[src/rtl/shift_add_mult.sv]
// ============================================================================
// Module   : shift_add_mult
// Purpose  : Sequential shift-and-add multiplier using one adder. It retires
//            one multiplier bit per clock and keeps its result in a register.
//            Define SHIFT_ADD_MULT_SIGNED_EN to add the is_signed input, which
//            selects two's-complement operands.
// Revision : 1.0 - initial release
// ============================================================================
`default_nettype none

module shift_add_mult #(
    parameter int WIDTH = 4
) (
    input  logic                 clk,
    input  logic                 rst,
    input  logic                 start,
`ifdef SHIFT_ADD_MULT_SIGNED_EN
    input  logic                 is_signed,
`endif
    input  logic [WIDTH-1:0]     a,
    input  logic [WIDTH-1:0]     b,
    output logic                 busy,
    output logic                 done,
    output logic [2*WIDTH-1:0]   p
);

    localparam int c_PW = 2 * WIDTH;
    localparam int c_CW = $clog2(WIDTH + 1);

    localparam logic [1:0] c_IDLE = 2'd0;
    localparam logic [1:0] c_CALC = 2'd1;
    localparam logic [1:0] c_DONE = 2'd2;

    localparam logic [c_CW-1:0] c_LAST = c_CW'(WIDTH - 1);
    localparam logic [c_CW-1:0] c_ONE  = c_CW'(1);

    logic [1:0]        r_state;
    logic [1:0]        w_next;
    logic [WIDTH-1:0]  r_mplr;
    logic [c_PW-1:0]   r_mcand;
    logic [c_PW-1:0]   r_acc;
    logic [c_CW-1:0]   r_cnt;
    logic [c_PW-1:0]   r_p;
    logic              r_signed;

    logic              w_is_signed;
    logic              w_accept;
    logic              w_last;
    logic              w_sub;
    logic [c_PW-1:0]   w_b_ext;
    logic [c_PW-1:0]   w_term;
    logic [c_PW-1:0]   w_acc_next;

`ifdef SHIFT_ADD_MULT_SIGNED_EN
    assign w_is_signed = is_signed;
`else
    assign w_is_signed = 1'b0;
`endif

    assign w_accept   = start && ((r_state == c_IDLE) || (r_state == c_DONE));
    assign w_last     = (r_state == c_CALC) && (r_cnt == c_LAST);
    assign w_b_ext    = {{WIDTH{w_is_signed & b[WIDTH-1]}}, b};
    // The final step consumes the multiplier MSB, whose weight is negative
    // for two's-complement operands.
    assign w_sub      = r_signed && w_last;
    assign w_term     = r_mplr[0] ? r_mcand : '0;
    assign w_acc_next = w_sub ? (r_acc - w_term) : (r_acc + w_term);

    always_ff @(posedge clk) begin
        if (rst) begin
            r_state <= c_IDLE;
        end else begin
            r_state <= w_next;
        end
    end

    always_comb begin
        w_next = r_state;
        case (r_state)
            c_IDLE:  w_next = start ? c_CALC : c_IDLE;
            c_CALC:  w_next = w_last ? c_DONE : c_CALC;
            c_DONE:  w_next = start ? c_CALC : c_IDLE;
            default: w_next = c_IDLE;
        endcase
    end

    always_comb begin
        busy = (r_state == c_CALC);
        done = (r_state == c_DONE);
    end

    always_ff @(posedge clk) begin
        if (rst) begin
            r_mplr   <= '0;
            r_mcand  <= '0;
            r_acc    <= '0;
            r_cnt    <= '0;
            r_p      <= '0;
            r_signed <= 1'b0;
        end else if (w_accept) begin
            r_mplr   <= a;
            r_mcand  <= w_b_ext;
            r_acc    <= '0;
            r_cnt    <= '0;
            r_signed <= w_is_signed;
        end else if (r_state == c_CALC) begin
            r_acc   <= w_acc_next;
            r_mplr  <= r_mplr >> 1;
            r_mcand <= r_mcand << 1;
            r_cnt   <= r_cnt + c_ONE;
            if (w_last) begin
                r_p <= w_acc_next;
            end
        end
    end

    assign p = r_p;

endmodule

`default_nettype wire

[config.mk]
export PLATFORM = sky130hd
export DESIGN_NAME = shift_add_mult
export DESIGN_NICKNAME = d
export VERILOG_FILES = /design/src/rtl/shift_add_mult.sv
export SDC_FILE = /design/constraint.sdc
export NUM_CORES = 1
export LEC_CHECK = 0
export CORE_MARGIN = 3
export CORE_UTILIZATION = 49
export DETAILED_ROUTE_END_ITERATION = 10
export PLACE_DENSITY = 0.78
export SKIP_LAST_GASP = 1
export SYNTH_ARGS = -nofsm -noshare
export SYNTH_HDL_FRONTEND = slang
export SYNTH_SLANG_ARGS = --single-unit
export TNS_END_PERCENT = 1
[constraint.sdc]
create_clock -name clk -period 2.25 [get_ports clk]
set_clock_uncertainty 0.15 [all_clocks]
set_input_delay 0.45 -clock clk [delete_from_list [all_inputs] [get_ports clk]]
set_output_delay 0.45 -clock clk [all_outputs]
set_load 0.01 [all_outputs]
; Word level (Yosys, flattened, before mapping)
; Cells that the tools add are included.
[word_totals]
reg_bits = 33
output_inout_bits = 10
[op_classes]
add_sub_neg = 2
n_reduce_logical = 8
eq_ne = 3
bitwise = 1
muxes = 8
[op_table]
columns = operator, count
row1 = 4-bit two-way mux, 4
row2 = 8-bit adder, 1
row3 = 8-bit two-way mux, 1
row4 = 2-bit one-hot mux with 2 select lines, 1
row5 = 2-bit OR reduction, 2
row6 = "3-bit by 1-bit adder with 3-bit output, second input constant", 1
row7 = "3-bit by 2-bit == test with 1-bit output, second input constant", 1
row8 = 3-bit AND reduction, 1
row9 = "2-bit by 1-bit == test with 1-bit output, second input constant", 1
row10 = "2-bit == test, second input constant", 1
row11 = 1-bit logical AND, 2
row12 = 2-bit zero test, 1
row13 = 2-bit two-way mux, 1
row14 = 2-bit nonzero test, 1
row15 = 1-bit logical OR, 1
row16 = 1-bit two-way mux, 1
row17 = 1-bit inverter, 1

; Depth between registers and ports, before layout
[logic_depth]
depth_word = 5
depth_mapped = 8
depth_no_buf = 8

; Worst setup path before layout
; OpenSTA, ideal clock, no wires.
[synth_timing]
path_type = reg2reg
from = reg r_mplr[0]
to = reg r_p[6], in the netlist p[6]
t_arrival_ns = 1.843
stages_incl_launch_ff = 9
n_path_buf = 0
synth_period_minus_slack_ns = 2.124
setup_time_ns = 0.131
path_slack_ns = 0.126
required_ns = 1.969
path_cell_list = dfxtp_1 and2_1 ha_1 inv_1 fa_1 nor2b_1 o31ai_2 a211oi_1 o31ai_1
[synth_between]
elab_chain_len = 2
[synth_lines]
columns = element, line_no
row1 = from (decl), 39  ; logic [WIDTH-1:0] r_mplr;
row2 = from (signal assigned), 108  ; r_mplr <= r_mplr >> 1;
row3 = 8-bit two-way mux, 66  ; assign w_term = r_mplr[0] ? r_mcand : '0;
row4 = 8-bit adder, 67  ; assign w_acc_next = w_sub ? (r_acc - w_term) : (r_acc + w_term);
row5 = to (signal assigned), 112  ; r_p <= w_acc_next;
row6 = to (decl), 43  ; logic [c_PW-1:0] r_p;
; Every way passes these cells.
; A chain may end at the register's enable or synchronous reset.

; Worst setup path after layout
[layout_timing]
from = reg r_state[1]
to = out busy
[layout_between]
elab_chain_len = 1
[layout_lines]
columns = element, line_no
row1 = from (decl), 37  ; logic [1:0] r_state;
row2 = from (signal assigned), 71  ; r_state <= c_IDLE;
row3 = from (signal assigned), 73  ; r_state <= w_next;
row4 = 2-bit by 1-bit == test with 1-bit output, 88  ; busy = (r_state == c_CALC);
row5 = to (decl), 22  ; output logic busy,
; Every way passes these cells.

==> flow_summary.yaml <==
floorplan:
  die-area_sq_mm: 0.00419
  chipHeight_um: 64.8
  dieWidth_um: 64.8
  core_area_sq_mm: 0.00318
  initial_core_util_pct: 53.2
  row_count: 20
  boundaryPins: 21
grt:
  track_usage_pct: 19.4
  grt_max_degree: 24
  grt_pass1_wl_um: 6380
  grt_overflow: 0
  grt_antenna_before_repair: 0
  grt_pass1_vias: 1519
pwr:
  p_comb_share_pct: 10.6
  power_frac_seq_pct: 46.9
  p_switching_w: 0.000306
  p_leak_nw: 0.802
  swShare_pct: 23.3
  p_int_w: 0.00101
  power_density_mw_per_mm2: 642
  power_frac_clock_pct: 42.5
  ir_drop_mv: 0.383
synthesis:
  syn-num-nets: 220
  seq_area_frac_synth_pct: 39.1
  netlist_area_sq_mm: 0.00169
  synth_compound_area_share_pct: 20.3
  yosysUniqueCellTypes: 45
  synth_edf_count: 0
  synth_top_area_share_pct: 39.1
  synth_xor_area_share_pct: 1.55
  muxShareOfSynthArea_pct: 1.18
  synthAdderAreaFrac_pct: 7.84
  ys_ff_latch: 33
  ys_warn_count: 0
  synth_top_family_by_area: "simple AND/OR/NAND/NOR gates"
  synth_top_flop_cell: "dfxtp_1"
  ys_async_sr_fraction_pct: 0
  synth_simple_gate_area_share_pct: 25.1
  synth_area_leaders: "dfxtp_1 39%, nand2_1 6.9%, ha_1 6.7%, a21oi_1 4.1%, nor2_1 3.8%"
  synth_top_area_cell: "dfxtp_1"
  syn_area_per_cell_sq_um: 8.50
  syn_inst: 199
route:
  drt-total-wl_um: 3770
  dr.pass1.iters: 4
  drt_iter0_markers: 68
  dr_total_vias: 1518
  ant_nets: 0
  viasPerCell: 5.69
  drc: 0
  avgRoutedWirePerCell_um: 14.1
flow_run:
  maxCapViolations: 0
worst_hold_path:
  hold_path_class: "reg2reg"
clocking:
  clock_sinks: 33
  cts_buffers: 5
  cts_tree: "done"
  cts_max_path_buffers: 2
  post_cts_resized: 0
  hold_buffers: 0
  cts-root-buf: "clkbuf_4"
  insertion_delay_ps: 340
  cts_setup_buffers: 0
  cts.htree.levels: 2
  clkTransAtPathRegs_ps: 110
place:
  pre_cts_slack_ps: 120
  numPortBuffers: 20
  gp_congestion: 0.873
  hpwl_um: 2750
worst_setup_path:
  crit_path_max_incr_delay_ps: 560
  slowest_stage: "clkdlybuf4s50_1"
  crit_buf_inv: 2
  worst-path-max-fanout: 6
  critPathTopFamily: "buffers and inverters"
  critPathKind: "reg2out"
  cp-end-kind: "output pin"
  cp.required_ps: 1650
  crit_path_start_kind: "flop"
  arrival_ps: 1530
  crit_chain: "nand2b_1 > inv_2 > clkdlybuf4s50_1"
layout:
  syn_to_final_growth_pct: 21.0
  fin_nets: 243
  antenna_cells: 0
  finish.utilization_pct: 64.4
  layout-drive-gt1-share_pct: 12.1
timing:
  drv_slew: 0
  timing.setup.tns_ps: 0
  max_slew.worst_pin.slew_ps: 471
  maxSlewHeadroom_pct: 68.3
  fin_ws_ps: 125
  period_needed_ps: 2130
  fmax_mhz: 471
  whs_ps: 313
  setup_violations: 0
  finalHoldViolCount: 0
  rsz0062_at_grt: "false"
  fin_crit_sh_pct: 94.5
status:
  status: "finished clean"
-- power by group through the flow --
stage               Sequential, W  Combinational (W)  Clock, W
floorplan                0.000628          0.0000890         0
global placement         0.000628           0.000133         0
detailed placement       0.000629           0.000137         0
CTS                      0.000616           0.000139  0.000566
global route             0.000619           0.000152  0.000591
finish                   0.000616           0.000139  0.000559
-- through the flow --
stage	power (W)	cell area (sq um)	instances
5_1_grt	0.00136	2050	267
3_3_place_gp	0.000761	1940	259
2_1_floorplan	0.000717	1690	199
3_5_place_dp	0.000766	1940	259
4_1_cts	0.00132	2040	267
6_report	0.00131	2050	267
-- path summary, 6_finish.rpt --
path              start   end  slack (ps)  cells after the start
min                p[3]  p[3]         310                      2
min reg2reg        p[3]  p[3]         310                      2
max          r_state[1]  busy         120                      3
max reg2reg   r_mplr[0]  p[7]         140                      8
-- cell type report --
type	count	area, sq um
clock inverter	3	65.1
multi-input combinational	148	950
timing repair buffer	27	253
tap	44	55.1
clock buffer	5	37.5
fill	281	1130
sequential	33	661
inverter	7	26.3
-- per-layer routing --
metal | share of wire [%] | global-route usage, %
met2 | 49 | 33.3
met5 | 0 | 0
met4 | 2.9 | 12.1
met3 | 5.6 | 4.16
met1 | 43 | 21.5
-- synth_stat cells, types with 5 or more instances --
cell type	number
a211oi_1	6
a21oi_1	14
and2_1	7
clkbuf_1	5
dfxtp_1	33
ha_1	9
inv_1	5
nand2_1	31
nand3_1	6
nor2_1	17
nor3_1	7
-- cells by family (layout without fill, tap and decap cells) --
kind of cell             count (synthesis)  after routing
multiplexers                             2              2
AND/OR/NAND/NOR                         87             87
AO/OA/AOI/OAI                           46             46
adder cells (fa/ha/maj)                 10             10
XOR/XNOR                                 3              3
flip-flops                              33             33
buffers and inverters                   18             42
-- worst register-to-register path, stage by stage, from the launching register on --
cell and delay, ps:
dfxtp_1 320, buf_4 150, nand2_1 110, inv_1 60
ha_1 330, a211oi_4 340, o211ai_2 170, and4_4 200
nor4_2 220
-- flip-flops by register name, indices dropped and copies added (netlist names) --
| name | count |
|---|---|
| r_acc | 8 |
| r_mplr | 4 |
| r_cnt | 3 |
| r_mcand | 8 |
| p | 8 |
| r_state | 2 |
-- cells in the final DEF (no fill, tap or decap), types with 2 or more instances in the layout --
master / Yosys / layout
inv_2: 2 / 2
a311oi_1: 3 / 3
nand3b_1: 2 / 2
nand2b_1: 3 / 3
mux2i_1: 2 / 2
a21oi_1: 14 / 14
inv_1: 5 / 5
and2_1: 7 / 7
buf_4: 1 / 7
ha_1: 9 / 9
o31ai_1: 3 / 3
nor2b_1: 4 / 3
o22ai_1: 3 / 3
a211oi_1: 6 / 6
o211ai_1: 2 / 2
nor3_1: 7 / 7
nand2_1: 31 / 31
xnor2_1: 3 / 3
dfxtp_1: 33 / 33
nand4_1: 2 / 2
clkdlybuf4s50_1: 0 / 20
bufinv_16: 0 / 2
clkbuf_4: 0 / 5
nand3_1: 6 / 6
o21a_1: 3 / 3
nor2_1: 17 / 17
a2111o_1: 2 / 2
or2_2: 2 / 2
(Power assumes the default switching activity.)
